File: src/rtl/dvp_pattern_tx.sv
// OV7670-style DVP transmitter: pclk/href/vsync/8-bit RGB565 byte stream, high byte first,
// carrying built-in test patterns so the capture path can be exercised without a sensor.
module dvp_pattern_tx #(
    parameter int H_ACTIVE    = 640,
    parameter int H_BLANK     = 144,
    parameter int V_ACTIVE    = 480,
    parameter int VSYNC_LINES = 3,
    parameter int V_BACK      = 17,
    parameter int V_FRONT     = 10
) (
    input  logic       clk,
    input  logic       rst,
    input  logic       enable,
    input  logic [1:0] pattern_sel,
    output logic       dvp_pclk,
    output logic       dvp_vsync,
    output logic       dvp_href,
    output logic [7:0] dvp_db,
    output logic       busy,
    output logic       frame_done
);
    localparam int LINE_LEN = 2 * H_ACTIVE + H_BLANK;
    localparam int HW       = $clog2(LINE_LEN);
    localparam int VW       = $clog2(VSYNC_LINES + V_BACK + V_ACTIVE + V_FRONT + 1);

    localparam logic [HW-1:0] H_LAST = HW'(LINE_LEN - 1);
    localparam logic [HW-1:0] H_HREF = HW'(2 * H_ACTIVE);

    localparam logic [2:0] S_IDLE   = 3'd0;
    localparam logic [2:0] S_VSYNC  = 3'd1;
    localparam logic [2:0] S_VBACK  = 3'd2;
    localparam logic [2:0] S_ACTIVE = 3'd3;
    localparam logic [2:0] S_VFRONT = 3'd4;

    logic          pclk_q;
    logic [2:0]    state_q, state_d;
    logic [HW-1:0] hcnt_q, hcnt_d;
    logic [VW-1:0] vcnt_q, vcnt_d;
    logic [7:0]    fcnt_q, fcnt_d;
    logic [1:0]    pat_q, pat_d;
    logic          done_q, done_d;

    function automatic logic [VW-1:0] last_line(input logic [2:0] s);
        case (s)
            S_VSYNC:  last_line = VW'(VSYNC_LINES - 1);
            S_VBACK:  last_line = VW'(V_BACK - 1);
            S_ACTIVE: last_line = VW'(V_ACTIVE - 1);
            S_VFRONT: last_line = VW'(V_FRONT - 1);
            default:  last_line = '0;
        endcase
    endfunction

    // Everything except pclk advances only on the clk edge where pclk falls.
    always_comb begin
        state_d = state_q;
        hcnt_d  = hcnt_q;
        vcnt_d  = vcnt_q;
        fcnt_d  = fcnt_q;
        pat_d   = pat_q;
        done_d  = 1'b0;
        if (pclk_q) begin
            if (state_q == S_IDLE) begin
                if (enable) begin
                    state_d = S_VSYNC;
                    hcnt_d  = '0;
                    vcnt_d  = '0;
                    pat_d   = pattern_sel;
                end
            end else if (hcnt_q != H_LAST) begin
                hcnt_d = hcnt_q + 1'b1;
            end else begin
                hcnt_d = '0;
                vcnt_d = vcnt_q + 1'b1;
                if (vcnt_q == last_line(state_q)) begin
                    vcnt_d = '0;
                    case (state_q)
                        S_VSYNC:  state_d = S_VBACK;
                        S_VBACK:  state_d = S_ACTIVE;
                        S_ACTIVE: state_d = S_VFRONT;
                        default: begin
                            done_d  = 1'b1;
                            fcnt_d  = fcnt_q + 1'b1;
                            state_d = enable ? S_VSYNC : S_IDLE;
                            pat_d   = enable ? pattern_sel : pat_q;
                        end
                    endcase
                end
            end
        end
    end

    always_ff @(posedge clk) begin
        if (rst) begin
            pclk_q  <= 1'b0;
            state_q <= S_IDLE;
            hcnt_q  <= '0;
            vcnt_q  <= '0;
            fcnt_q  <= '0;
            pat_q   <= '0;
            done_q  <= 1'b0;
        end else begin
            pclk_q  <= ~pclk_q;
            state_q <= state_d;
            hcnt_q  <= hcnt_d;
            vcnt_q  <= vcnt_d;
            fcnt_q  <= fcnt_d;
            pat_q   <= pat_d;
            done_q  <= done_d;
        end
    end

    logic [15:0] x, y, pixel;
    logic [2:0]  bar;
    logic [7:0]  grey;

    always_comb begin
        x     = 16'(hcnt_q >> 1);
        y     = 16'(vcnt_q);
        bar   = 3'((32'(x) * 8) / H_ACTIVE);
        grey  = x[7:0];
        pixel = '0;
        case (pat_q)
            2'd0: begin
                case (bar)
                    3'd0:    pixel = 16'hFFFF;
                    3'd1:    pixel = 16'hFFE0;
                    3'd2:    pixel = 16'h07FF;
                    3'd3:    pixel = 16'h07E0;
                    3'd4:    pixel = 16'hF81F;
                    3'd5:    pixel = 16'hF800;
                    3'd6:    pixel = 16'h001F;
                    default: pixel = 16'h0000;
                endcase
            end
            2'd1:    pixel = {grey[7:3], grey[7:2], grey[7:3]};
            2'd2:    pixel = {fcnt_q[4:0], 6'h00, ~fcnt_q[4:0]};
            default: pixel = (((x ^ y) & 16'h0008) != '0) ? 16'hFFFF : 16'h0000;
        endcase
    end

    assign dvp_pclk   = pclk_q;
    assign dvp_vsync  = (state_q == S_VSYNC);
    assign dvp_href   = (state_q == S_ACTIVE) && (hcnt_q < H_HREF);
    assign dvp_db     = dvp_href ? (hcnt_q[0] ? pixel[7:0] : pixel[15:8]) : 8'h00;
    assign busy       = (state_q != S_IDLE);
    assign frame_done = done_q;

endmodule

File: config.mk
export PLATFORM = sky130hd
export DESIGN_NAME = dvp_pattern_tx
export DESIGN_NICKNAME = d
export VERILOG_FILES = /design/src/rtl/dvp_pattern_tx.sv
export SDC_FILE = /design/constraint.sdc
export NUM_CORES = 1
export LEC_CHECK = 0
export CORE_MARGIN = 5
export CORE_UTILIZATION = 45
export DETAILED_ROUTE_END_ITERATION = 12
export GPL_ROUTABILITY_DRIVEN = 0
export SKIP_LAST_GASP = 1
export SLEW_MARGIN = 10
export SYNTH_ARGS = -nofsm -noshare
export SYNTH_HDL_FRONTEND = slang
export SYNTH_SLANG_ARGS = --single-unit
File: constraint.sdc
create_clock -name clk -period 6.04 [get_ports clk]
set_clock_uncertainty 0.15 [all_clocks]
set_input_delay 0.906 -clock clk [delete_from_list [all_inputs] [get_ports clk]]
set_output_delay 0.906 -clock clk [all_outputs]
set_load 0.01 [all_outputs]
==> results of run 1 <==
cell usage after synthesis (all sizes together), types with 5 or more instances:
| library cell | count |
|---|---|
| a21o | 6 |
| a21oi | 25 |
| a31oi | 5 |
| and2 | 5 |
| buf | 14 |
| clkbuf | 9 |
| dfxtp | 32 |
| inv | 12 |
| nand2 | 19 |
| nand2b | 7 |
| nand3 | 15 |
| nand4 | 6 |
| nor2 | 40 |
| nor2b | 5 |
| nor3 | 8 |
| o21a | 5 |
| o21ai | 16 |
| o22ai | 5 |
| or3 | 9 |
| xnor2 | 15 |
| xor2 | 8 |
critical path: stages, from the launching register on:
cell	delay, ns
dfxtp_1	0.83
nor2_1	0.21
inv_1	0.10
ha_1	0.24
nand2b_1	0.31
or3_1	0.43
a21oi_2	0.23
a2111oi_0	0.10
a2111o_1	0.45
a311oi_2	0.26
clkdlybuf4s50_1	0.57
final cells by class:
class	count	area, sq um	area share [%]
sequential	32	641	23.7
multi-input combinational	259	1670	61.7
clock buffer	5	68.8	2.55
timing repair buffer	17	170	6.30
clock inverter	3	18.8	0.695
tap	72	90.1	3.33
inverter	12	45.0	1.67
power by group through the flow:
| stage | Sequential, mW | Combinational (mW) | Clock (mW) |
|---|---|---|---|
| finish | 0.227 | 0.0641 | 0.162 |
| global route | 0.229 | 0.0718 | 0.180 |
| CTS | 0.227 | 0.0643 | 0.168 |
| detailed placement | 0.232 | 0.0638 | 0 |
| global placement | 0.232 | 0.0642 | 0 |
| floorplan | 0.223 | 0.0539 | 0 |
cells by family after synthesis:
kind of cell	synth area share [%]
adder cells (fa/ha/maj)	2.02
buffers and inverters	6.96
flip-flops	25.8
XOR/XNOR	8.12
AO/OA/AOI/OAI	26.2
multiplexers	0.807
AND/OR/NAND/NOR	30.1
metrics by stage:
stage	cell area, sq um	utilization, %
finish	2700	49.7
global route	2700	49.7
CTS	2700	49.7
detailed placement	2610	48.1
global placement	2610	48.1
floorplan	2480	-
registers in the layout, summed over array words and instances (netlist names):
register and cells:
dvp_pclk 1, fcnt_q 5, frame_done 1, hcnt_q 11, pat_q 2, state_q 3, vcnt_q 9
routing by layer:
metal | up-vias | global-route usage, %
met5 | - | 0
met4 | 0 | 9.65
met3 | 16 | 3.53
met2 | 74 | 25.5
met1 | 1080 | 23.4
li1 | 1194 | -
how the worst max path moves through the flow:
stage          depth (start not counted)  slack (ns)   endpoint
3_5_place_dp                          10        1.32  dvp_db[4]
2_1_floorplan                         11        2.36  dvp_db[0]
6_report                              10        0.98  dvp_db[4]
3_3_place_gp                          10        1.43  dvp_db[4]
4_1_cts                               10        1.01  dvp_db[4]
5_1_grt                               10        0.67  dvp_db[4]
==> metrics.txt, run 1 <==
DRC violations left=0; depth of the worst register-to-register path=6; Hold Crit Endpoint=fcnt_q[4]; sinks on the clock net=32; buffer levels on the longest clock path=2; post-layout instance count excluding filler cells=400; # hold bufs at CTS=0; average wire per cell in the routed design=15.0 microns; Avg Vias per Cell=5.91; max-slew violation count=0; Leakage=0.930 nW; I/O Pins=18; number of hold-slack violations in the final timing report=0; most used flip-flop cell after synthesis=dfxtp_1; Worst Setup Start Kind=flip-flop; Routed Wire Length=6010 microns; share of total power consumed by net switching=28.5%; flip-flop and latch count after synthesis=32; share of the synthesized area in the top cell type=25.8%; dpl cells=392; Metal-1 WL=2890 microns; Synth area leader=dfxtp_1; worst hold slack=0.338 ns; launch instance of the worst register-to-register path=hcnt_q[0]; post-layout minimum cycle time=5.06 ns; TritonCTS clock tree=built; FFs w/ async S/R, synth=0%; Sequential Power Share=50.2%; peak clock frequency supported by timing=0.198 GHz; clock latency of the later-clocked register in the worst-skew pair=0.28 ns; final worst-path cycle share=83.8%; Total Power Consumption=453 uW; synthesis-to-layout area growth=8.88%; number of buffers inserted during clock tree synthesis=5; placement row count=27; RSZ-0062 raised after global routing=no; number of nets produced by synthesis=335; Crit Reg-Reg Endpoint=hcnt_q[3]; most frequent standard cell in the layout excluding fill and tap cells=nor2_1; uppermost signal routing layer after detailed routing=met4; Maximum Capacitance Violations=0; root buf cell=clkbuf_8; 1st-iter DRT viols=146; clock-pin transition on the worst setup and hold timing paths=0.07 ns; Data arrival, critical path=4.00 ns; worst min-delay path class=flip-flop to flip-flop; die area=0.00710 sq mm; total setup buffers inserted after CTS=0; Post-synth EDFFs=0; most frequent cells in the layout=nor2_1, dfxtp_1, a21oi_1; layout cells sized above 1=7.93%; switching power=129 uW; GRT Util Overall=17.3%; source of the worst hold timing path=fcnt_q[4]; combinational cell fraction of total power=14.1%; floorplan die width=84.3 microns; antenna fix cells=0; core footprint=0.00544 sq mm; endpoint kind of the worst setup timing path=output pin; global-route wire length before repair=10300 microns; share of the yosys chip area belonging to registers=25.8%; first element of the critical path=hcnt_q[8]; number of levels the H-tree was split into=2; routed via count=2364; routed wire length on met2=2640 microns; Antenna Nets Post-Route=0; grt total ovfl=0; die height=84.3 microns; largest net degree at the start of global routing=25; number of nets in the layout=336; gate count of the mapped netlist=326; CTS-repair resized insts=0; worst reg-to-reg setup slack=3.07 ns; share of power burned in the clock network=35.7%; wire length on met3=286 microns; most area-consuming cells after synthesis=dfxtp_1, nor2_1, xnor2_1; Max FO, Critical Path=24; post-route setup slack=0.980 ns; estimated wirelength of the detail-placed design=4260 microns; average size of a mapped cell=7.61 sq um; Setup CP Type=flip-flop to output pin; setup TNS after final layout=0 ns; result of the run=finished, final reports clean; Max rail drop VDD=122 uV; Required @ worst endpoint=4.98 ns; antenna violations before repair=0; FILL cells=551; Worst Setup Slack post-DPL=1.32 ns; relative max-transition margin=36.7%; IO Port Bufs=17; number of optimization iterations in the first detailed-route pass=4; final-report setup violation count=0; number of stages on the worst hold path=2; Unique masters post-synth=67; worst slew pin tran=0.942 ns; initial core utilization=45.6%; vias in the first global route=2192; internal cell power=324 uW; area of the mapped netlist=0.00248 sq mm; total power divided by cell area=168 mW/mm^2; number of warning messages in the yosys log=0
Power figures use the tool's default switching activity.
==> inputs of run 2 (changes only) <==
==> constraint.sdc (replaced) <==
create_clock -name clk -period 4.82 [get_ports clk]
set_clock_uncertainty 0.15 [all_clocks]
set_input_delay 0.723 -clock clk [delete_from_list [all_inputs] [get_ports clk]]
set_output_delay 0.723 -clock clk [all_outputs]
set_load 0.01 [all_outputs]
==> metrics.txt, run 2 (same netlist as run 1, synthesis figures left out) <==
endpoint kind of the worst setup timing path=output pin; TritonCTS clock tree=built; crit path cell chain=nor2_1 -> inv_1 -> ha_1 -> nand2b_1 -> o21a_1 -> or4b_2 -> a22oi_1 -> a2111o_1 -> a311oi_2 -> clkdlybuf4s50_1; Maximum Capacitance Violations=0; average wire per cell in the routed design=14.9 microns; initial core utilization=45.6%; number of stages on the worst hold path=2; number of optimization iterations in the first detailed-route pass=4; Setup CP Type=flip-flop to output pin; CTS-repair resized insts=0; source of the worst hold timing path=fcnt_q[4]; DRC violations left=0; Crit Reg-Reg Endpoint=hcnt_q[10]; Worst Setup Start Kind=flip-flop; CP max-delay cell=or4b_2; Required @ worst endpoint=3.95 ns; clock-pin transition on the worst setup and hold timing paths=0.07 ns; global-route wire length before repair=10600 microns; vias in the first global route=2247; launch instance of the worst register-to-register path=hcnt_q[0]; buffer levels on the longest clock path=2; total setup buffers inserted after CTS=0; Largest stage delay, worst path=0.67 ns; floorplan die width=84.3 microns; core footprint=0.00544 sq mm; max-slew violation count=0; layout cells sized above 1=8.76%; most frequent cells in the layout=nor2_1, dfxtp_1, a21oi_1; relative max-transition margin=37.8%; setup TNS after final layout=0 ns; number of nets in the layout=339; root buf cell=clkbuf_8; grt total ovfl=0; largest registers=hcnt_q (11), vcnt_q (9), fcnt_q (5); post-layout minimum cycle time=4.42 ns; worst hold slack=0.350 ns; placement row count=27; number of flip-flops under the largest register name=11; Data arrival, critical path=3.55 ns; Leakage=0.946 nW; synthesis-to-layout area growth=9.78%; 1st-iter DRT viols=149; estimated wirelength of the detail-placed design=4270 microns; Largest Register=hcnt_q; clock latency of the later-clocked register in the worst-skew pair=0.28 ns; largest delay contributor family on the critical path=simple AND/OR/NAND/NOR gates; antenna violations before repair=0; # hold bufs at CTS=0; Worst Setup Slack post-DPL=0.728 ns; worst min-delay path class=flip-flop to flip-flop; post-route setup slack=0.398 ns; Avg Vias per Cell=5.73; worst slew pin tran=0.925 ns; Total Power Consumption=569 uW; RSZ-0062 raised after global routing=no; antenna fix cells=0; Post-Layout Inst Area=0.00272 sq mm; post-layout instance count excluding filler cells=403; Antenna Nets Post-Route=0; post-route core utilization=50.1%; depth of the worst register-to-register path=6; number of buffers inserted during clock tree synthesis=5; peak clock frequency supported by timing=0.226 GHz; number of hold-slack violations in the final timing report=0; worst path buffer plus inverter count=2; Routed Wire Length=6010 microns; worst reg-to-reg setup slack=1.84 ns; routed via count=2309; largest net degree at the start of global routing=24; most frequent standard cell in the layout excluding fill and tap cells=nor2_1; result of the run=finished, final reports clean; Hold Crit Endpoint=fcnt_q[4]; GRT Util Overall=17.7%; placement-stage cell area=0.00264 sq mm; dpl cells=395; die height=84.3 microns; Max rail drop VDD=153 uV; Max FO, Critical Path=10; final-report setup violation count=0; die area=0.00710 sq mm; IO Port Bufs=17; final worst-path cycle share=91.7%; I/O Pins=18; number of levels the H-tree was split into=2; total power divided by cell area=209 mW/mm^2; sinks on the clock net=32
[run 2: changes by cell type in the layout (fill, tap and decap cells not counted)]
cell / change
buf_4: +3
[run 2: area by class of cell]
type	instances	area (sq um)
Fill cell	561	2720
Multi-Input combinational cell	259	1670
Sequential cell	32	641
Timing Repair Buffer	20	193
Tap cell	72	90.1
Clock buffer	5	68.8
Inverter	12	45.0
Clock inverter	3	18.8
[run 2: where the power goes]
| group | total [mW] | switching, mW | internal [mW] |
|---|---|---|---|
| combinational | 0.0799 | 0.0438 | 0.0361 |
| sequential | 0.285 | 0.0159 | 0.269 |
| clock | 0.204 | 0.103 | 0.100 |
| total | 0.569 | 0.163 | 0.406 |
[run 2: metal layers]
layer,wire length [microns],track usage [%],up-vias
met5,0,0,-
li1,-,-,1192
met3,204,2.85,13
met2,2730,29.0,37
met4,132,7.60,0
met1,2940,23.1,1067
[run 2: how the worst max path moves through the flow]
stage                     slack, ns   endpoint  cells after the start  startpoint
after floorplan                1.32  dvp_db[0]                     11   hcnt_q[9]
after global placement         0.79  dvp_db[4]                     10   hcnt_q[8]
after detailed placement       0.73  dvp_db[2]                     10   hcnt_q[8]
after CTS                      0.41  dvp_db[2]                     10   hcnt_q[8]
after global routing           0.07  dvp_db[3]                     10   hcnt_q[8]
final                          0.40  dvp_db[4]                     10   hcnt_q[8]
[run 2: worst reg2reg max path, stage by stage, from the launching register on]
cell	delay, ns
dfxtp_1	0.75
ha_1	0.31
or4b_4	0.49
nor4_1	0.27
o21ai_1	0.34
or2b_1	0.46
nor2_1	0.09
==> inputs of run 3 (changes only) <==
--- a/config.mk
+++ b/config.mk
@@ -9,6 +9,7 @@
 export CORE_UTILIZATION = 45
 export DETAILED_ROUTE_END_ITERATION = 12
 export GPL_ROUTABILITY_DRIVEN = 0
+export GPL_TIMING_DRIVEN = 0
 export SKIP_LAST_GASP = 1
 export SLEW_MARGIN = 10
 export SYNTH_ARGS = -nofsm -noshare
==> constraint.sdc (replaced) <==
create_clock -name clk -period 5.5 [get_ports clk]
set_clock_uncertainty 0.15 [all_clocks]
set_input_delay 0.825 -clock clk [delete_from_list [all_inputs] [get_ports clk]]
set_output_delay 0.825 -clock clk [all_outputs]
set_load 0.01 [all_outputs]
==> metrics.txt, run 3 (same netlist as run 1, synthesis figures left out) <==
RSZ-0062 raised after global routing=no; Avg Vias per Cell=5.93; final-report setup violation count=0; relative max-transition margin=36.3%; total power divided by cell area=181 mW/mm^2; Worst Setup Start Kind=flip-flop; Routed Wire Length=6510 microns; Total Power Consumption=513 uW; worst reg-to-reg setup slack=3.06 ns; IO Port Bufs=17; most frequent cells in the layout=nor2_1, dfxtp_1, a21oi_1; number of hold-slack violations in the final timing report=0; die height=84.3 microns; core footprint=0.00544 sq mm; number of optimization iterations in the first detailed-route pass=5; # hold bufs at CTS=0; layout cells sized above 1=11.1%; Leakage=1.01 nW; Maximum Capacitance Violations=0; total setup buffers inserted after CTS=0; post-layout minimum cycle time=4.74 ns; Setup CP Type=flip-flop to output pin; most frequent standard cell in the layout excluding fill and tap cells=nor2_1; number of flip-flops under the largest register name=11; TritonCTS clock tree=built; Antenna Nets Post-Route=0; global-route wire length before repair=11100 microns; Crit Reg-Reg Endpoint=hcnt_q[3]; worst slew pin tran=0.947 ns; final worst-path cycle share=86.2%; I/O Pins=18; setup TNS after final layout=0 ns; Required @ worst endpoint=4.53 ns; antenna fix cells=0; Largest Register=hcnt_q; root buf cell=clkbuf_8; FILL cells=535; floorplan die width=84.3 microns; largest registers=hcnt_q (11), vcnt_q (9), fcnt_q (5); routed via count=2508; number of levels the H-tree was split into=2; depth of the worst register-to-register path=7; number of stages on the worst hold path=2; number of nets in the layout=359; grt total ovfl=0; peak clock frequency supported by timing=0.211 GHz; launch instance of the worst register-to-register path=hcnt_q[1]; clock-pin transition on the worst setup and hold timing paths=0.07 ns; sinks on the clock net=32; Max FO, Critical Path=10; number of buffers inserted during clock tree synthesis=5; max-slew violation count=0; endpoint kind of the worst setup timing path=output pin; synthesis-to-layout area growth=14.3%; antenna violations before repair=0; initial core utilization=45.6%; GRT Util Overall=18.8%; 1st-iter DRT viols=222; Hold Crit Endpoint=hcnt_q[1]; largest net degree at the start of global routing=11; buffer levels on the longest clock path=2; average wire per cell in the routed design=15.4 microns; placement row count=27; Data arrival, critical path=3.77 ns; CTS-repair resized insts=0; die area=0.00710 sq mm; clock latency of the later-clocked register in the worst-skew pair=0.28 ns; source of the worst hold timing path=hcnt_q[1]; vias in the first global route=2353; DRC violations left=0; worst min-delay path class=flip-flop to flip-flop; estimated wirelength of the detail-placed design=4790 microns; result of the run=finished, final reports clean; Max rail drop VDD=151 uV
-- run 3: changes by cell type in the layout (fill, tap and decap cells not counted) --
cell,delta
clkbuf_1,+10
buf_6,+3
clkbuf_8,+1
clkinv_4,-1
buf_2,+9
clkinvlp_4,+1
clkinv_2,-2
buf_4,-1
-- run 3: how the worst max path moves through the flow --
stage	start	end	slack [ns]	cells past startpoint
after floorplan	hcnt_q[9]	dvp_db[0]	1.90	11
after global placement	hcnt_q[9]	dvp_db[0]	1.10	12
after detailed placement	hcnt_q[9]	dvp_db[0]	1.11	12
after CTS	hcnt_q[9]	dvp_db[0]	0.78	12
after global routing	hcnt_q[9]	dvp_db[0]	0.55	12
final	hcnt_q[9]	dvp_db[2]	0.76	12
-- run 3: critical path, cell delays in order (launching register included) --
cell             delay [ns]
dfxtp_1                0.30
buf_2                  0.16
nor2_1                 0.23
inv_1                  0.07
ha_1                   0.30
nand2b_1               0.14
buf_2                  0.19
or3_1                  0.38
a21oi_2                0.23
a2111oi_0              0.13
a2111o_1               0.46
a211oi_1               0.30
clkdlybuf4s50_1        0.60
-- run 3: cell type report --
class / count / area [sq um] / share of cell area (%)
multi-input cells: 259 / 1670 / 58.8
clock inverters: 1 / 7.51 / 0.265
clock buffers: 7 / 86.3 / 3.05
inverters: 12 / 45.0 / 1.59
repair buffers: 17 / 170 / 6.00
well taps: 72 / 90.1 / 3.18
plain buffers: 23 / 128 / 4.50
flip-flops and latches: 32 / 641 / 22.6
-- run 3: layer usage --
layer | global-route usage, % | vias to the layer above | wire (microns)
met3 | 3.63 | 23 | 349
met5 | 0 | - | 0
met2 | 30.2 | 98 | 2970
li1 | - | 1234 | -
met1 | 24.5 | 1153 | 2990
met4 | 8.04 | 0 | 196
-- run 3: per-stage QoR --
| step | hold slack [ns] | cell area [sq um] | utilization, % | cells | worst slack (ns) |
|---|---|---|---|---|---|
| 2_1_floorplan | 0.302 | 2480 | - | 326 | 1.90 |
| 4_1_cts | 0.343 | 2840 | 52.1 | 423 | 0.781 |
| 3_3_place_gp | 0.325 | 2740 | 50.4 | 415 | 1.10 |
| 3_5_place_dp | 0.333 | 2740 | 50.4 | 415 | 1.11 |
| 5_1_grt | 0.370 | 2840 | 52.1 | 423 | 0.551 |
| 6_report | 0.345 | 2840 | 52.1 | 423 | 0.758 |
-- run 3: power by group --
group | internal (mW) | switching (mW)
combinational | 0.0350 | 0.0503
clock | 0.102 | 0.0860
sequential | 0.236 | 0.00394
total | 0.373 | 0.140
==> RTL change, RTL diff (flow settings as in run 2) <==
`V_ACTIVE`: 480 -> 120.
--- a/src/rtl/dvp_pattern_tx.sv
+++ b/src/rtl/dvp_pattern_tx.sv
@@ -3,7 +3,7 @@
 module dvp_pattern_tx #(
     parameter int H_ACTIVE    = 640,
     parameter int H_BLANK     = 144,
-    parameter int V_ACTIVE    = 480,
+    parameter int V_ACTIVE    = 120,
     parameter int VSYNC_LINES = 3,
     parameter int V_BACK      = 17,
     parameter int V_FRONT     = 10
Formal check against the unedited RTL: no difference found for any inputs over 10 cycles, from zero or initial values and one cycle with rst high; that may be too few to reach the edited logic, so the function may still have changed.
==> RTL change against run 2 <==
  * Synthesized area down 7.2%
  * Cell area down 5.1%
  * Largest cell class unchanged
  * Clock power is 29% higher
  * Wire length is 4.9% lower
  * Count of clock-buffer cells in the layout increased by 1
  * Worst setup slack got worse by 0.027 ns
  * Largest power group unchanged
  * Cell count fell by 6.2%
  * Worst hold slack worse by 0.0021 ns
  * Sequential cell count is 1 lower
  * Total power up 1.4%
  * Global-route usage increased by 0.82 points
  * Combinational power decreased by 44%
  * Register-to-register slack gained 0.24 ns
  * Critical path type unchanged
==> RTL change: results (changes against run 2) <==
Status
  – Outcome: finished, final reports clean

Setup path
  – Slowest stage cell, crit path: dfxtp_1
  – Worst Path Arrival: 3.58 ns (+0.03 ns)
  – Crit start category: flip-flop
  – Reg2reg setup slack: 2.08 ns (+0.24 ns)
  – Reg2reg end: vcnt_q[7]$_SDFFE_PP0P_
  – Worst r2r path cells: 7 (+1)
  – Reg-to-Reg Start: state_q[2]$_SDFFE_PP0P_
  – CP peak stage delay: 0.62 ns (-0.05 ns)
  – Top delay family on crit path: compound AO/OA/AOI/OAI gates
  – Max FO, Critical Path: 16 (+6)

Synth
  – Complex-gate fraction of the synthesized area: 27.00% (+0.82 points)
  – Synthesis Warnings: 0 (unchanged)
  – Synth Area in XOR/XNOR: 6.844% (-1.3 points)
  – Mux share of post-synthesis cell area: 1.738% (+0.93 points)
  – Adder-Cell Fraction of Synth Area: 2.173% (+0.16 points)
  – Syn avg cell area: 7.730 µm² (+1.6%)
  – Post-Syn Nets: 307 (-8.4%)
  – Number of distinct library cells after synthesis: 64 (-4.5%)
  – Cells taking the most area after synthesis: dfxtp_1, nor2_1, o21ai_0, nor2b_1, xor2_1
  – Register area share after synthesis: 26.94% (+1.1 points)

Drt
  – Post-DR vias/cell: 5.923 (+3.4%)
  – Routed wire length: 5720 µm (-4.9%)
  – Starting DRT DRC Count: 177 (+19%)

Place
  – Placed wire-length estimate: 4098 µm (-3.9%)
  – Cell Count Post-Placement: 370 (-6.3%)
  – Placed Area: 2469 µm² (-6.4%)
  – Dpl ws: 0.7172 ns (-0.01057 ns)

Power
  – Worst IR Drop VDD: 185.8 µV (+21%)
  – Leak: 0.8939 nW (-5.5%)

Finish
  – Share of layout cells above drive strength 1: 7.143% (-1.6 points)
  – Fill cells: 513 (-8.6%)
  – Finished Cell Area: 2586 µm² (-5.1%)
  – Final std cells w/o fill: 378 (-6.2%)
  – Largest regs: hcnt_q (11), vcnt_q (8), fcnt_q (5)
  – Fin nets: 316 (-6.8%)

Hold path
  – Worst Hold End: vcnt_q[7]$_SDFFE_PP0P_
  – Hold Crit Start: vcnt_q[7]$_SDFFE_PP0P_

Timing
  – WHS: 0.3481 ns (-0.002135 ns)
  – Worst Tran Pin Value: 0.6517 ns (-0.2735 ns)

GRT
  – GRT Total Usage: 18.56% (+0.82 points)
  – Number of global-route vias before repair: 2056 (-8.5%)
  – First-pass GRT wire length: 9784 µm (-7.5%)
-- RTL change: cell type report --
class	count	share of cell area [%]
clock buffers	6	3.193
clock inverters	2	1.355
inverters	7	1.016
multi-input cells	243	59.89
flip-flops and latches	31	24.00
well taps	70	3.387
repair buffers	19	7.160
-- RTL change: layer usage --
layer  up-vias  part of all wire (%)  global-route usage (%)
li1       1111                     -                       -
met1      1048                    47                   24.92
met2        63                    46                   28.34
met3        17                   3.9                   3.289
met4         0                   2.8                   9.459
met5         -                     0                       0
-- RTL change: worst max-delay path by stage --
stage                                        from   endpoint  slack (ns)  cells after the start
after floorplan            hcnt_q[8]$_SDFFE_PP0P_  dvp_db[6]        1.35                     10
after global routing      hcnt_q[10]$_SDFFE_PP0P_  dvp_db[6]        0.07                      9
final                     hcnt_q[10]$_SDFFE_PP0P_  dvp_db[7]        0.37                      9
after detailed placement  hcnt_q[10]$_SDFFE_PP0P_  dvp_db[5]        0.72                      9
after CTS                 hcnt_q[10]$_SDFFE_PP0P_  dvp_db[5]        0.40                      9
after global placement    hcnt_q[10]$_SDFFE_PP0P_  dvp_db[5]        0.78                      9
-- RTL change: worst reg2reg max path, delay by kind of cell (launching register included) --
family / cells / cell delay [ns]
AO/OA/AOI/OAI: 4 / 1.10
flip-flops: 1 / 0.61
AND/OR/NAND/NOR: 3 / 0.80
-- RTL change: report_power, final --
part | internal, mW | switching, mW | total [mW]
sequential | 0.259 | 0.00927 | 0.268
clock | 0.167 | 0.0962 | 0.263
combinational | 0.0193 | 0.0258 | 0.0451
